<file path="src/rtl/output_row_writer_pkg.sv">
`default_nettype none
// ============================================================================
// Module      : output_row_writer_pkg
// Description : Shared lane width, FSM state encoding and lane-slice helper
//               for the output row writer.
// Revision    : 1.0 - initial release
// ============================================================================
package output_row_writer_pkg;

    // Bits per lane, signed two's complement
    localparam int DATA_W = 16;

    typedef enum logic [1:0] {
        ST_IDLE  = 2'd0,
        ST_RUN   = 2'd1,
        ST_DRAIN = 2'd2
    } state_t;

    // LSB position of a lane inside a packed row (lane 0 at the LSBs)
    function automatic int lane_lo(input int lane);
        return lane * DATA_W;
    endfunction

endpackage
`default_nettype wire

</file>
<file path="src/rtl/output_row_writer_row_fifo.sv">
`default_nettype none
// ============================================================================
// Module      : row_fifo
// Description : Generic synchronous FIFO. A push while full is accepted only
//               when a pop happens in the same cycle. The head is read
//               straight from registered storage and forced to zero when
//               the FIFO is empty.
// Revision    : 1.0 - initial release
// ============================================================================
module row_fifo #(
    parameter int WIDTH = 8,
    parameter int DEPTH = 4
) (
    input  logic             clk,
    input  logic             rst_n,
    input  logic             push,
    input  logic [WIDTH-1:0] din,
    input  logic             pop,
    output logic [WIDTH-1:0] dout,
    output logic             full,
    output logic             empty
);

    localparam int             PTR_W   = $clog2(DEPTH);
    localparam logic [PTR_W:0] PTR_ONE = (PTR_W + 1)'(1);

    logic [WIDTH-1:0] r_mem [DEPTH];
    logic [PTR_W:0]   r_wr_ptr;
    logic [PTR_W:0]   r_rd_ptr;
    logic             w_do_push;
    logic             w_do_pop;

    // Pointers carry one wrap bit so full and empty can be told apart
    always_comb begin
        empty     = (r_wr_ptr == r_rd_ptr);
        full      = (r_wr_ptr[PTR_W] != r_rd_ptr[PTR_W]) &&
                    (r_wr_ptr[PTR_W-1:0] == r_rd_ptr[PTR_W-1:0]);
        w_do_pop  = pop && !empty;
        w_do_push = push && (!full || w_do_pop);
        dout      = empty ? '0 : r_mem[r_rd_ptr[PTR_W-1:0]];
    end

    // Pointer update
    always_ff @(posedge clk or negedge rst_n) begin
        if (!rst_n) begin
            r_wr_ptr <= '0;
            r_rd_ptr <= '0;
        end else begin
            if (w_do_push) r_wr_ptr <= r_wr_ptr + PTR_ONE;
            if (w_do_pop)  r_rd_ptr <= r_rd_ptr + PTR_ONE;
        end
    end

    // Storage write; contents are only visible through the pointers
    always_ff @(posedge clk) begin
        if (w_do_push) r_mem[r_wr_ptr[PTR_W-1:0]] <= din;
    end

endmodule
`default_nettype wire

</file>
<file path="src/rtl/output_row_writer.sv">
`default_nettype none
// ============================================================================
// Module      : output_row_writer
// Description : Applies optional per-lane ReLU to serialized MAC rows,
//               generates the output-buffer address for each row and queues
//               it in a small FIFO drained over a valid/ready write port.
//               Rows arriving while the FIFO is full are dropped and flagged.
//               Lane width comes from the shared package.
// Revision    : 1.0 - initial release
// ============================================================================
module output_row_writer
    import output_row_writer_pkg::*;
#(
    parameter int POX        = 3,
    parameter int POY        = 3,
    parameter int ADDR_W     = 12,
    parameter int FIFO_DEPTH = 4
) (
    input  logic                  clk,
    input  logic                  rst_n,
    input  logic                  cfg_start,
    input  logic [ADDR_W-1:0]     cfg_base_addr,
    input  logic [ADDR_W-1:0]     cfg_row_stride,
    input  logic [7:0]            cfg_num_tiles,
    input  logic                  relu_en,
    input  logic [POX*DATA_W-1:0] row_in,
    input  logic                  row_in_valid,
    output logic                  wr_valid,
    input  logic                  wr_ready,
    output logic [ADDR_W-1:0]     wr_addr,
    output logic [POX*DATA_W-1:0] wr_data,
    output logic                  busy,
    output logic                  done,
    output logic                  overflow
);

    localparam int ROW_W   = POX * DATA_W;
    localparam int ENTRY_W = ADDR_W + ROW_W;
    localparam int RC_W    = (POY > 1) ? $clog2(POY) : 1;

    state_t             r_state;
    state_t             w_next_state;
    logic [ADDR_W-1:0]  r_addr;
    logic [ADDR_W-1:0]  r_stride;
    logic [7:0]         r_num_tiles;
    logic [7:0]         r_tile_cnt;
    logic [RC_W-1:0]    r_row_cnt;
    logic               r_relu;
    logic               r_overflow;
    logic               r_zero_done;
    logic [ROW_W-1:0]   w_relu_row;
    logic [ENTRY_W-1:0] w_head;
    logic               w_fifo_full;
    logic               w_fifo_empty;
    logic               w_take;
    logic               w_pop;
    logic               w_drop;
    logic               w_last;

    // Per-lane ReLU on the incoming row
    for (genvar i = 0; i < POX; i++) begin : g_relu
        logic [DATA_W-1:0] w_lane;
        assign w_lane = row_in[lane_lo(i) +: DATA_W];
        assign w_relu_row[lane_lo(i) +: DATA_W] =
            (r_relu && w_lane[DATA_W-1]) ? '0 : w_lane;
    end

    // Row acceptance; a row is counted even when the FIFO must drop it
    always_comb begin
        w_take = (r_state == ST_RUN) && row_in_valid;
        w_pop  = wr_valid && wr_ready;
        w_drop = w_take && w_fifo_full && !w_pop;
        w_last = (r_tile_cnt == r_num_tiles - 8'd1) &&
                 (r_row_cnt == RC_W'(POY - 1));
    end

    row_fifo #(
        .WIDTH (ENTRY_W),
        .DEPTH (FIFO_DEPTH)
    ) u_row_fifo (
        .clk   (clk),
        .rst_n (rst_n),
        .push  (w_take),
        .din   ({r_addr, w_relu_row}),
        .pop   (w_pop),
        .dout  (w_head),
        .full  (w_fifo_full),
        .empty (w_fifo_empty)
    );

    assign wr_addr  = w_head[ENTRY_W-1 -: ADDR_W];
    assign wr_data  = w_head[ROW_W-1:0];
    assign overflow = r_overflow;

    // State register
    always_ff @(posedge clk or negedge rst_n) begin
        if (!rst_n) r_state <= ST_IDLE;
        else        r_state <= w_next_state;
    end

    // Next-state logic
    always_comb begin
        w_next_state = r_state;
        case (r_state)
            ST_IDLE:  if (cfg_start && (cfg_num_tiles != 8'd0)) w_next_state = ST_RUN;
            ST_RUN:   if (w_take && w_last)                     w_next_state = ST_DRAIN;
            ST_DRAIN: if (w_fifo_empty)                         w_next_state = ST_IDLE;
            default:                                            w_next_state = ST_IDLE;
        endcase
    end

    // Status outputs; a zero-tile layer reports done from a registered flag
    always_comb begin
        busy     = (r_state != ST_IDLE);
        done     = r_zero_done || ((r_state == ST_DRAIN) && w_fifo_empty);
        wr_valid = !w_fifo_empty;
    end

    // Config latch, row/tile counters, running address and overflow flag
    always_ff @(posedge clk or negedge rst_n) begin
        if (!rst_n) begin
            r_addr      <= '0;
            r_stride    <= '0;
            r_num_tiles <= '0;
            r_tile_cnt  <= '0;
            r_row_cnt   <= '0;
            r_relu      <= 1'b0;
            r_overflow  <= 1'b0;
            r_zero_done <= 1'b0;
        end else begin
            r_zero_done <= 1'b0;
            if ((r_state == ST_IDLE) && cfg_start) begin
                r_addr      <= cfg_base_addr;
                r_stride    <= cfg_row_stride;
                r_num_tiles <= cfg_num_tiles;
                r_relu      <= relu_en;
                r_overflow  <= 1'b0;
                r_tile_cnt  <= '0;
                r_row_cnt   <= '0;
                r_zero_done <= (cfg_num_tiles == 8'd0);
            end else if (w_take) begin
                r_addr <= r_addr + r_stride;
                if (r_row_cnt == RC_W'(POY - 1)) begin
                    r_row_cnt  <= '0;
                    r_tile_cnt <= r_tile_cnt + 8'd1;
                end else begin
                    r_row_cnt <= r_row_cnt + RC_W'(1);
                end
                if (w_drop) r_overflow <= 1'b1;
            end
        end
    end

endmodule
`default_nettype wire

</file>
<file path="config.mk">
export PLATFORM = sky130hd
export DESIGN_NAME = output_row_writer
export DESIGN_NICKNAME = d
export VERILOG_FILES = /design/src/rtl/output_row_writer_pkg.sv /design/src/rtl/output_row_writer_row_fifo.sv /design/src/rtl/output_row_writer.sv
export SDC_FILE = /design/constraint.sdc
export NUM_CORES = 1
export LEC_CHECK = 0
export ABC_CLOCK_PERIOD_IN_PS = 2900
export CAP_MARGIN = 15
export CELL_PAD_IN_SITES_DETAIL_PLACEMENT = 1
export CELL_PAD_IN_SITES_GLOBAL_PLACEMENT = 1
export CORE_MARGIN = 1.5
export CORE_UTILIZATION = 42
export CTS_CLUSTER_DIAMETER = 150
export DETAILED_ROUTE_END_ITERATION = 8
export GPL_ROUTABILITY_DRIVEN = 0
export PLACE_DENSITY_LB_ADDON = 0.05
export SYNTH_ARGS = -nofsm -noshare
export SYNTH_HDL_FRONTEND = slang
export SYNTH_SLANG_ARGS = --single-unit
</file>
<file path="constraint.sdc">
create_clock -name clk -period 2.9 [get_ports clk]
set_input_delay 0.29 -clock clk [delete_from_list [all_inputs] [get_ports clk]]
set_output_delay 0.29 -clock clk [all_outputs]
set_load 0.1 [all_outputs]
</file>
# == Word-level counts from Yosys, hierarchy flattened ==
# Memory sizes are Yosys's and may differ from the RTL's.
# Index checks and enable logic that the tools add are counted.
# totals
n_memories,1
elab_cells,80
regBits,53
output_inout_bits,64
mem_bits_rw,240
inputBits,86
# mem_list
memory,words,width,rd,rd_clocked_by_memory_dff,wr,line_no,text
u_row_fifo.r_mem,4,60,1,0,1,output_row_writer_row_fifo.sv:27,logic [WIDTH-1:0] r_mem [DEPTH];
# classes
n_reduce_logical,30
n_eq_ne,10
addsub,6
muxes,22
# op_table
operator,count
$mux W60,1
$mux W16,3
$mux W12,2
$mux W8,3
$logic_and A1 B1 Y1,15
$add A12 B12 Y12,1
$mux W2,6
$add A8 B1 Y8 const B,1
$eq A8 B8 Y1,1
$logic_not A8 Y1,1
$reduce_bool A2 Y1,4
$reduce_bool A8 Y1,1
$sub A8 B1 Y8 const B,1
$add A3 B1 Y3 const B,2
$mux W1,6
$pmux W2 S3,1
$eq A2 B2 Y1 const B,2
$ne A2 B2 Y1 const B,2
$reduce_and A2 Y1,2
$eq A3 B3 Y1,1
$logic_not A1 Y1,3
$reduce_and A3 Y1,1
$add A2 B1 Y2 const B,1
$eq A2 B1 Y1 const B,1
5 further kinds,6

# == Depth between registers and ports, before layout ==
# Gate-level depths: netlist (run 1).
# depth
ltp_word,8
ltp_mapped,10
depth_no_buf,10

# == By module ==
# From an unflattened synthesis (run 1), not the netlist that was laid out.
# hier_totals
cells_unflattened,771
area_unflattened_um2,12453.2
# modules_own_cells
module,instances,area_each_um2,cells_per_inst,seq_area_each_um2
row_fifo,1,9482.8,415,7357.1
output_row_writer,1,2970.3,356,1176.1

# == Least setup slack after synthesis (run 1) ==
# OpenSTA, ideal clock, no wires.
# synth_timing
path_kind,flip-flop to flip-flop
from,register u_row_fifo.r_rd_ptr[1]
to,memory u_row_fifo.r_mem[3][0] (netlist bit) (enable)
path_buffers,1
setup_slack_ps,-33
t_required_ps,2474
arrival_time_ps,2507
path_stages_with_launch,7
period_less_slack_ps,2933
path_cell_list,dfrtp_1 -> buf_2 -> xnor2_1 -> nand2_1 -> nor3_1 -> nor2_1 -> and2_1
# synth_between
elab_chain_cells,8
word_cells_on_any_way,11
cone_classes,eq/ne: 2; mux: 2; reduce/logical: 7
# synth_lines
item,line_no,text
"start, declared",output_row_writer_row_fifo.sv:29,logic [PTR_W:0] r_rd_ptr;
"start signal, assigned",output_row_writer_row_fifo.sv:50,if (w_do_pop) r_rd_ptr <= r_rd_ptr + PTR_ONE;
$eq A3 B3 Y1,output_row_writer_row_fifo.sv:35,empty = (r_wr_ptr == r_rd_ptr);
$logic_not A1 Y1,"output_row_writer_row_fifo.sv:38, output_row_writer.sv:116",
$logic_and A1 B1 Y1,output_row_writer.sv:71,w_pop = wr_valid && wr_ready;
$logic_and A1 B1 Y1,output_row_writer_row_fifo.sv:38,w_do_pop = pop && !empty;
$logic_or A1 B1 Y1 (*),output_row_writer_row_fifo.sv:39,w_do_push = push && (!full || w_do_pop);
$logic_and A1 B1 Y1 (*),output_row_writer_row_fifo.sv:39,
$mux W1 (*),output_row_writer_row_fifo.sv:56,if (w_do_push) r_mem[r_wr_ptr[PTR_W-1:0]] <= din;
$mux W1 (not written as such) (*),output_row_writer_row_fifo.sv:56,
"end, declared",output_row_writer_row_fifo.sv:27,
# Every way passes the cells marked *; elsewhere a longest branch is shown, timed or not.

# == Worst setup path in the final report (run 1) ==
# layout_timing
from,register u_row_fifo.r_rd_ptr[0]
to,output port wr_addr[5]
# layout_between
elab_chain_cells,2
word_cells_on_any_way,3
cone_classes,eq/ne: 1; mux: 1; memory: 1
# layout_lines
item,line_no,text
$mem_v2 Z4 W60 / $eq A3 B3 Y1 (equally long branches),--,
$mux W60 (*),output_row_writer_row_fifo.sv:40,dout = empty ? '0 : r_mem[r_rd_ptr[PTR_W-1:0]];
"end, declared",output_row_writer.sv:30,"output logic [ADDR_W-1:0] wr_addr,"
# Marks and branches as above.

==> metrics.txt, run 1 <==
vias in the first global route roughly 7700; 1st-iter DRT viols 352; DR WL/cell around 20 microns; status completed; Rel. slew slack 39.28%; clock-pin transition on the worst setup and hold timing paths 0.06 ns; Critical Path RT 2.61 ns; CTS tree done; Seq/Total Area, Yosys 68.86%; Routed WL 26990 microns; Die Area 30540 sq um; first-pass GRT wire length 43620 microns; syn_nets 880; PortBufs 149; synth top area cells edfxtp_1 (58%), mux4_2 (11%), dfrtp_1 (11%); row cnt 62; XOR/XNOR Fraction of Synth Area 2.322%; grt total ovfl 0; FMAX 367.1 MHz; Post-synth top flop edfxtp_1; WS Path Type flop to output port; final std cells w/o fill 1347; Cell variety after synth 50; Max Clock Skew 0.02981 ns; post-synthesis mux area share between 10% and 20%; largest family of logic cells by synthesized area multiplexers; Async S/R FF share, synth 18.09%; Multi-input gate area around 3700 sq um; fillcell total 2694; Tcrit/Tclk final 93.92%; maximum capacitance violations 0; post-cts resize count 0; critical path startpoint u_row_fifo.r_rd_ptr[0]$_DFFE_PN0P_; Num CTS Buffers 30; Synth Warn # 0; Vias 6901; share of cells above drive strength 1 approximately 22%; clock tree buffer depth 3; largest net degree at the start of global routing 63; DP Wirelength approximately 18000 microns; #FFs+latches synth 293; final core utilization 56.19%; Critical Path Sink Type output port; clock latency on the worst-skew pair 0.56 ns; Final min period 2.724 ns; Root Buffer clkbuf_16; Tightest Pin Transition 0.9087 ns; Synth Area in Adders 1.979%; area delta synth->final 30.85%; reg-to-reg critical path startpoint r_addr[1]$_DFFE_PN0P_; Synth Instances roughly 780; startpoint types flop; Critical Path End wr_addr[5]; Post-CTS Setup Inserts 0; Arr. time, crit path 2.43 ns; FF+latch area between 8000 and 9000 sq um; Die Width 174.8 microns; area leader, netlist edfxtp_1; Synth Area per Inst 15.99 sq um; nets 1044; HP Class primary input to flop; reg2reg end r_addr[11]$_DFFE_PN0P_; Setup TNS 0 ns; Max Transition Viols Final 0; worst-path fanout max 62; R2R setup slack 0.55 ns; Fin. Hold Viols 0; simple-gate share of the synthesized area 10.78%; core footprint between 20000 and 30000 sq um; Post-DP Area ~15000 sq um; final setup violation count 0; EDFF count, synth 240; cell with the most instances after synthesis edfxtp_1; DRC Markers 0; H-tree depth 1; Post-Syn Area 12390 sq um; hold_buf cts 1; Num Clock Sinks 293; dpl cells ~1300; post-DR vias/cell 5.123; setup repair after global routing missed its margin no; Synth top cells by count edfxtp_1 (240), nand2_1 (82), nor2b_1 (65); post-route cell area between 15000 and 20000 sq um; initial core utilization between 40 and 50%; Ports 150; First-pass DRT Iterations 4; initial antenna violation count 1; Synth Area in Compound Gates 3.282%; top-area cell type share of the netlist area about three fifths; hold path startpoint cfg_row_stride[3]; number of nets with antenna violations after routing 0; Die Y between 150 and 200 microns; path depth of the worst reg2reg path 8; GRT Util Overall ~18%
## registers in the layout, summed over array words and instances (netlist names)
register / cells
r_tile_cnt: 8
u_row_fifo.r_wr_ptr: 3
r_stride: 12
u_row_fifo.r_mem: 240
r_row_cnt: 2
r_num_tiles: 8
overflow: 1
r_zero_done: 1
r_relu: 1
r_state: 2
u_row_fifo.r_rd_ptr: 3
r_addr: 12
## how the worst min path moves through the flow
stage	to	slack, ns	depth (start not counted)
5_1_grt	r_stride[3]$_DFFE_PN0P_	0.25	3
6_report	r_stride[3]$_DFFE_PN0P_	0.26	3
2_1_floorplan	overflow$_DFFE_PN0P_	-0.006	0
4_1_cts	r_stride[3]$_DFFE_PN0P_	0.24	3
3_3_place_gp	r_num_tiles[6]$_DFFE_PN0P_	0.36	1
3_5_place_dp	r_num_tiles[4]$_DFFE_PN0P_	0.38	1
## cell type report
class                      count  area share [%]
antenna                        1         0.01543
clock buffer                  31           4.653
clock inverter                24           2.246
inverter                      12          0.2778
multi-input combinational    434           22.69
sequential                   293           52.67
tap                          384           2.963
timing repair buffer         168           14.48
## worst max-delay path, stage by stage, from the launching register on
cell     delay [ns]
dfrtp_4        0.43
buf_12         0.39
mux4_2         0.58
nor2b_1        0.21
buf_12         0.22
## placed cells by master (no fill, tap or decap), drive strengths merged, types with 5 or more instances in the layout
| cell | synthesis | routed |
|---|---|---|
| edfxtp | 240 | 240 |
| clkdlybuf4s50 | 0 | 84 |
| buf | 11 | 83 |
| nand2 | 82 | 82 |
| nor2b | 65 | 65 |
| mux4 | 60 | 60 |
| dfrtp | 53 | 53 |
| and2 | 50 | 50 |
| clkbuf | 25 | 31 |
| nor2 | 29 | 29 |
| xnor2 | 18 | 18 |
| a21oi | 18 | 18 |
| ha | 18 | 18 |
| o21ai | 18 | 18 |
| xor2 | 14 | 14 |
| clkinv | 0 | 13 |
| inv | 12 | 12 |
| bufinv | 0 | 9 |
| nor3 | 6 | 6 |
| nand3 | 6 | 6 |
| and3 | 5 | 5 |
| a21o | 5 | 5 |
## per-stage QoR
step / hold WS [ns] / worst slack (ns)
floorplan: -0.005591 / 0.1020
global placement: 0.3615 / 0.5038
detailed placement: 0.3764 / 0.4575
CTS: 0.2354 / 0.1129
global route: 0.2502 / 0.01595
finish: 0.2583 / 0.1763
## layer usage
layer  GRT usage, %  share of wire (%)
met5              0                  0
met1          24.77                 44
met4          3.811                1.3
met3          2.546                4.3
met2          31.48                 50
## kinds of logic after synthesis
group / after synthesis
DFF: 293
and+or+nand+nor: 258
muxes: 64
AOI/OAI and AO/OA: 61
buffers and inverters: 48
xor gates and xnor gates: 32
adders and majority gates: 19
Power of run 1 is not shown: default switching activity piles up to over one toggle a cycle in this logic, so the estimate is an artifact.
==> run 2, diff against run 1 <==
--- a/config.mk
+++ b/config.mk
@@ -9,7 +9,7 @@
 export CAP_MARGIN = 15
 export CELL_PAD_IN_SITES_DETAIL_PLACEMENT = 1
 export CELL_PAD_IN_SITES_GLOBAL_PLACEMENT = 1
-export CORE_MARGIN = 1.5
+export CORE_MARGIN = 2
 export CORE_UTILIZATION = 42
 export CTS_CLUSTER_DIAMETER = 150
 export DETAILED_ROUTE_END_ITERATION = 8
==> run 2 against run 1 <==
Critical path depth grew 1. Clock skew decreased by 0.016 ns. Core utilization shrank 0.42 points. Final area shrank 0.76%. Critical endpoint is now wr_data[11]. Largest cell class unchanged. Highest routed layer unchanged.
==> metrics.txt, run 2 (synthesized netlist as in run 1, its figures left out) <==
Num CTS Buffers 30; WP buf/inv 2; worst-path fanout max 26; DR WL/cell around 20 microns; row cnt slightly above 60; Critical Path Sink Type output port; Ports 150; GRT Util Overall between 10% and 20%; First-pass DRT Iterations 4; Rel. slew slack 51.48%; FF+latch area 8541 sq um; core footprint 28860 sq um; Final min period 2.776 ns; DP Wirelength about 18000 microns; nets 1045; max FFs per register 240; Root Buffer clkbuf_16; DRC Markers 0; CTS tree done; hold path startpoint cfg_row_stride[8]; Fin. Hold Viols 0; clock-pin transition on the worst setup and hold timing paths 0.06 ns; slowest stage delay, CP 0.50 ns; largest net degree at the start of global routing 63; Die Width 175.8 microns; grt total ovfl 0; routed wl met3 1071 microns; 1st-iter DRT viols 457; setup repair after global routing missed its margin no; initial antenna violation count 0; first-pass GRT wire length 43430 microns; status completed; commonest cells after routing, fill and taps aside edfxtp_1 (240), clkdlybuf4s50_1 (84), nand2_1 (82), buf_12 (70), nor2b_1 (65); post-cts resize count 0; reg-to-reg critical path startpoint r_addr[0]$_DFFE_PN0P_; WHS Path Cells 3; CP max stage cell dfrtp_4; vias in the first global route 7767; Vias 6967; Hold EP r_stride[8]$_DFFE_PN0P_; PortBufs about 150; commonest non-fill, non-tap cell in the layout edfxtp_1; DR WL met2 13710 microns; FMAX 360.3 MHz; Die Area slightly above 30000 sq um; met1 WL about 12000 microns; Arr. time, crit path 2.49 ns; path depth of the worst reg2reg path 10; R2R setup slack 0.58 ns; Top Layer Used met4; Cell Chain, Critical Path xnor2_1 -> and3_2 -> buf_4 -> nor2b_1 -> buf_12; Routed WL approximately 27000 microns; Crit path max-delay family simple AND/OR/NAND/NOR gates; Num Clock Sinks 293; startpoint types flop; number of nets with antenna violations after routing 0; maximum capacitance violations 0; HP Class primary input to flop; Max Transition Viols Final 0; WS Path Type flop to output port; Multi-input gate area ~3700 sq um; Die Y 175.8 microns; final setup violation count 0; fillcell total 2694; area delta synth->final 29.86%; clock latency on the worst-skew pair about 0.54 ns; diode count 0; Critical Path RT about 2.6 ns; clock tree buffer depth 3; reg2reg end r_addr[10]$_DFFE_PN0P_; share of cells above drive strength 1 about 22%; post-DR vias/cell ~5.2; H-tree depth 1; Tcrit/Tclk final a little over nine tenths; Tightest Pin Transition 0.7260 ns; initial core utilization 42.94%; Max Clock Skew between 0.01 and 0.015 ns; Setup TNS 0 ns
-- run 2: cell types whose count changed in the layout (fill, tap and decap cells not counted), moves of 2 or more --
cell / delta
clkinv_1: +5
bufinv_16: -5
clkinvlp_4: +2
clkinv_2: -3
-- run 2: repair_timing --
action | 4_1_cts | 5_1_grt
hold buffers | 1 | 0
hold endpoints to repair | 26 | 0
setup buffers | 0 | 0
-- run 2: worst max-delay path by stage --
stage                                       startpoint                                end  slack (ns)  depth (start not counted)
CTS                 u_row_fifo.r_rd_ptr[0]$_DFFE_PN0P_                        wr_data[11]        0.05                          5
global placement                          row_in_valid  u_row_fifo.r_mem[1][51]$_DFFE_PP_        0.43                          5
global route        u_row_fifo.r_rd_ptr[0]$_DFFE_PN0P_                        wr_data[11]       0.006                          5
floorplan           u_row_fifo.r_rd_ptr[1]$_DFFE_PN0P_                         wr_addr[0]        0.10                          6
detailed placement                        row_in_valid  u_row_fifo.r_mem[0][51]$_DFFE_PP_        0.33                          5
finish              u_row_fifo.r_rd_ptr[0]$_DFFE_PN0P_                        wr_data[11]        0.12                          5
-- run 2: metal layers --
metal  global-route usage (%)  up-vias
li1                         -     3216
met1                    24.13     3587
met2                    31.91      144
met3                    2.294       20
met4                    3.444        0
met5                        0        -
-- run 2: worst reg2reg max path, delay by kind of cell, from the launching register on --
| kind | cells | cell delay [ns] |
|---|---|---|
| mux | 1 | 0.21 |
| simple gates | 3 | 0.37 |
| fa+ha+maj | 2 | 0.62 |
| buf+inv | 1 | 0.07 |
| flops | 1 | 0.46 |
| compound gates | 3 | 0.47 |
-- run 2: through the flow --
| stage | utilization, % | hold slack (ns) | setup slack (ns) | cell area, sq um | instances |
|---|---|---|---|---|---|
| after CTS | 55.76 | 0.2532 | 0.04632 | 16090 | 1346 |
| after global routing | 55.76 | 0.2905 | 0.005955 | 16090 | 1346 |
| after detailed placement | 52.29 | 0.3793 | 0.3284 | 15090 | 1291 |
| after global placement | 52.29 | 0.3643 | 0.4293 | 15090 | 1291 |
| after floorplan | - | -0.005591 | 0.1020 | 12400 | 775 |
| final | 55.76 | 0.2775 | 0.1242 | 16090 | 1346 |
-- run 2: final cells by class --
class / count / area share [%]
clock buffer: 33 / 4.867
clock inverter: 21 / 1.291
inverter: 12 / 0.2799
multi-input combinational: 434 / 22.87
sequential: 293 / 53.08
tap: 384 / 2.986
timing repair buffer: 169 / 14.63
Power of run 2 is left out for the same reason.
==> RTL change (flow settings as in run 1) <==
Re-encode `state_t` (3 states) as one-hot, 3 bits wide.
--- a/src/rtl/output_row_writer_pkg.sv
+++ b/src/rtl/output_row_writer_pkg.sv
@@ -12,6 +12,6 @@
 
-    typedef enum logic [1:0] {
-        ST_IDLE  = 2'd0,
-        ST_RUN   = 2'd1,
-        ST_DRAIN = 2'd2
+    typedef enum logic [2:0] {
+        ST_IDLE  = 3'b001,
+        ST_RUN   = 3'b010,
+        ST_DRAIN = 3'b100
     } state_t;
Formal check against the unedited RTL: same outputs for any inputs over 4 cycles, from zero or initial values and one cycle with rst_n low; so few cycles prove little.
==> RTL change against run 1 <==
Register-to-register slack got worse by 0.27 ns; critical endpoint is now wr_data[36]; clock skew fell by 0.015 ns; first-iteration DRC count rose by 38%; worst setup slack improved by 0.014 ns; sequential cell count rose by 1; design area rose by 0.29%; count of clock-buffer cells in the layout rose by 6; wire length rose by 3.3%; synthesized area rose by 0.31%.
Power is left out: the tool's default activity adds up to more than one toggle a clock period on the data nets, which glitch-free logic cannot reach.
==> RTL change: results (changes against run 1) <==
Worst setup path
  – Arrival time at the worst endpoint: 2.42 ns
  – R2r setup slk: 0.28 ns (-0.27 ns)
  – Logic depth of the worst register-to-register path: 10 (+2)

Layout
  – Layout net count: 1047 (+0.29%)
  – Number of fill cells in the layout: 2626 (-2.5%)
  – Number of antenna cells inserted: 0 (-1)
  – Proportion of layout cells with a drive suffix above 1: 21.7% (-0.63 points)

Global routing
  – GR Util All Layers: 18.7% (+0.47 points)
  – Wire length of the first global-routing pass: 44400 µm (+1.8%)
  – Via count of the first global-routing pass: 7869 (+1.9%)
  – Initial antenna violation count: 0 (-1)

Detailed routing
  – First-pass detailed-route iteration total: 4 (unchanged)
  – Total routed wirelength: 27900 µm (+3.3%)
  – Drt initial violations: 486 (+38%)
  – Number of vias per cell after detailed routing: 5.23 (+2.1%)
  – Via count: 7068 (+2.4%)

CTS
  – Cell chosen for the clock root: sky130_fd_sc_hd__clkbuf_16
  – CTS Buf Count: 31 (+3.3%)
  – Clock-pin slew reported for the worst setup and hold paths after clock tree synthesis: 0.06 ns (about the same)
  – H-tree lvl count: 1 (unchanged)

Synthesis
  – Ys async rst share: 18.4% (+0.28 points)
  – Ranking of synthesized cells by instance count: sky130_fd_sc_hd__edfxtp_1, sky130_fd_sc_hd__and2_1, sky130_fd_sc_hd__nand2_1
  – Post-Syn Area per Cell: 16.0 µm² (+0.31%)
  – Sequential fraction of the synthesis area: 68.9% (about the same)
  – Area contributors post-synth: sky130_fd_sc_hd__edfxtp_1, sky130_fd_sc_hd__mux4_2, sky130_fd_sc_hd__dfrtp_1
  – Count of different cell masters after synthesis: 53 (+6.0%)

Place
  – Port Buffers: 149 (unchanged)
  – Post-placement cell count: 1291 (+0.078%)
  – Dpl hpwl: 18100 µm (+3.1%)

Outcome
  – Status: finished, final reports clean

STA
  – Clock skew: 0.0146 ns (-0.0152 ns)
  – Slew @ Worst Pin: 0.677 ns (-0.232 ns)

Worst hold path
  – Worst hold path class: in2async
-- RTL change: area by class of cell --
cell class                 instances  area [µm²]  share of cell area [%]
inverter                           9        33.8                   0.208
tap                              384         480                    2.95
clock inverter                    21         280                    1.72
clock buffer                      37         798                    4.91
multi-input combinational        436        3710                    22.8
sequential                       294        8570                    52.7
timing repair buffer             170        2390                    14.7
-- RTL change: through the flow --
stage	setup WS, ns	hold WS [ns]	cell area (µm²)	utilization (%)
after floorplan	0.165	-0.00559	12400	-
after global placement	0.387	0.476	15100	52.4
after detailed placement	0.343	0.474	15100	52.4
after CTS	0.103	0.256	16200	56.1
after global routing	0.0525	0.150	16300	56.2
final	0.190	0.134	16300	56.2
-- RTL change: logic make-up (layout without fill, tap and decap cells) --
group                      count (synthesis)  in the layout  synth area share, %
DFF                                      294            294                 68.9
and+or+nand+nor                          261            261                 11.1
muxes                                     63             63                 11.1
AOI/OAI and AO/OA                         62             62                 3.29
buffers and inverters                     45            237                 1.43
xor gates and xnor gates                  31             31                 2.18
adders and majority gates                 19             19                 1.97
-- RTL change: worst max-delay path: stages, from the launching register on --
cell,delay (ns)
sky130_fd_sc_hd__dfrtp_4,0.43
sky130_fd_sc_hd__buf_12,0.44
sky130_fd_sc_hd__mux4_2,0.58
sky130_fd_sc_hd__and2_1,0.22
sky130_fd_sc_hd__buf_12,0.18
-- RTL change: path summary, 6_finish.rpt --
| check | end | startpoint |
|---|---|---|
| worst max-delay path | wr_data[36] | u_row_fifo.r_rd_ptr[0] |
| worst min-delay path | r_tile_cnt[5] | rst_n |
| worst max register to register | r_addr[8] | r_addr[0] |
| worst min register to register | r_stride[9] | r_stride[9] |
| max in group asynchronous | u_row_fifo.r_rd_ptr[0] | rst_n |
| min in group clk | r_stride[2] | cfg_row_stride[2] |
-- RTL change: layer usage --
layer | GRT usage, % | up-vias | share of wire [%]
met5 | 0 | - | 0
li1 | - | 3253 | -
met2 | 34.3 | 144 | 54
met1 | 23.9 | 3642 | 42
met4 | 3.74 | 0 | 1.3
met3 | 2.26 | 29 | 3.6
-- RTL change: what timing repair did --
| item | 4_1_cts | 5_1_grt |
|---|---|---|
| resized for setup | 1 | 0 |
| endpoints found under the hold margin | 18 | 0 |
| hold buffers | 1 | 0 |
| endpoints found under the setup margin | 1 | 0 |
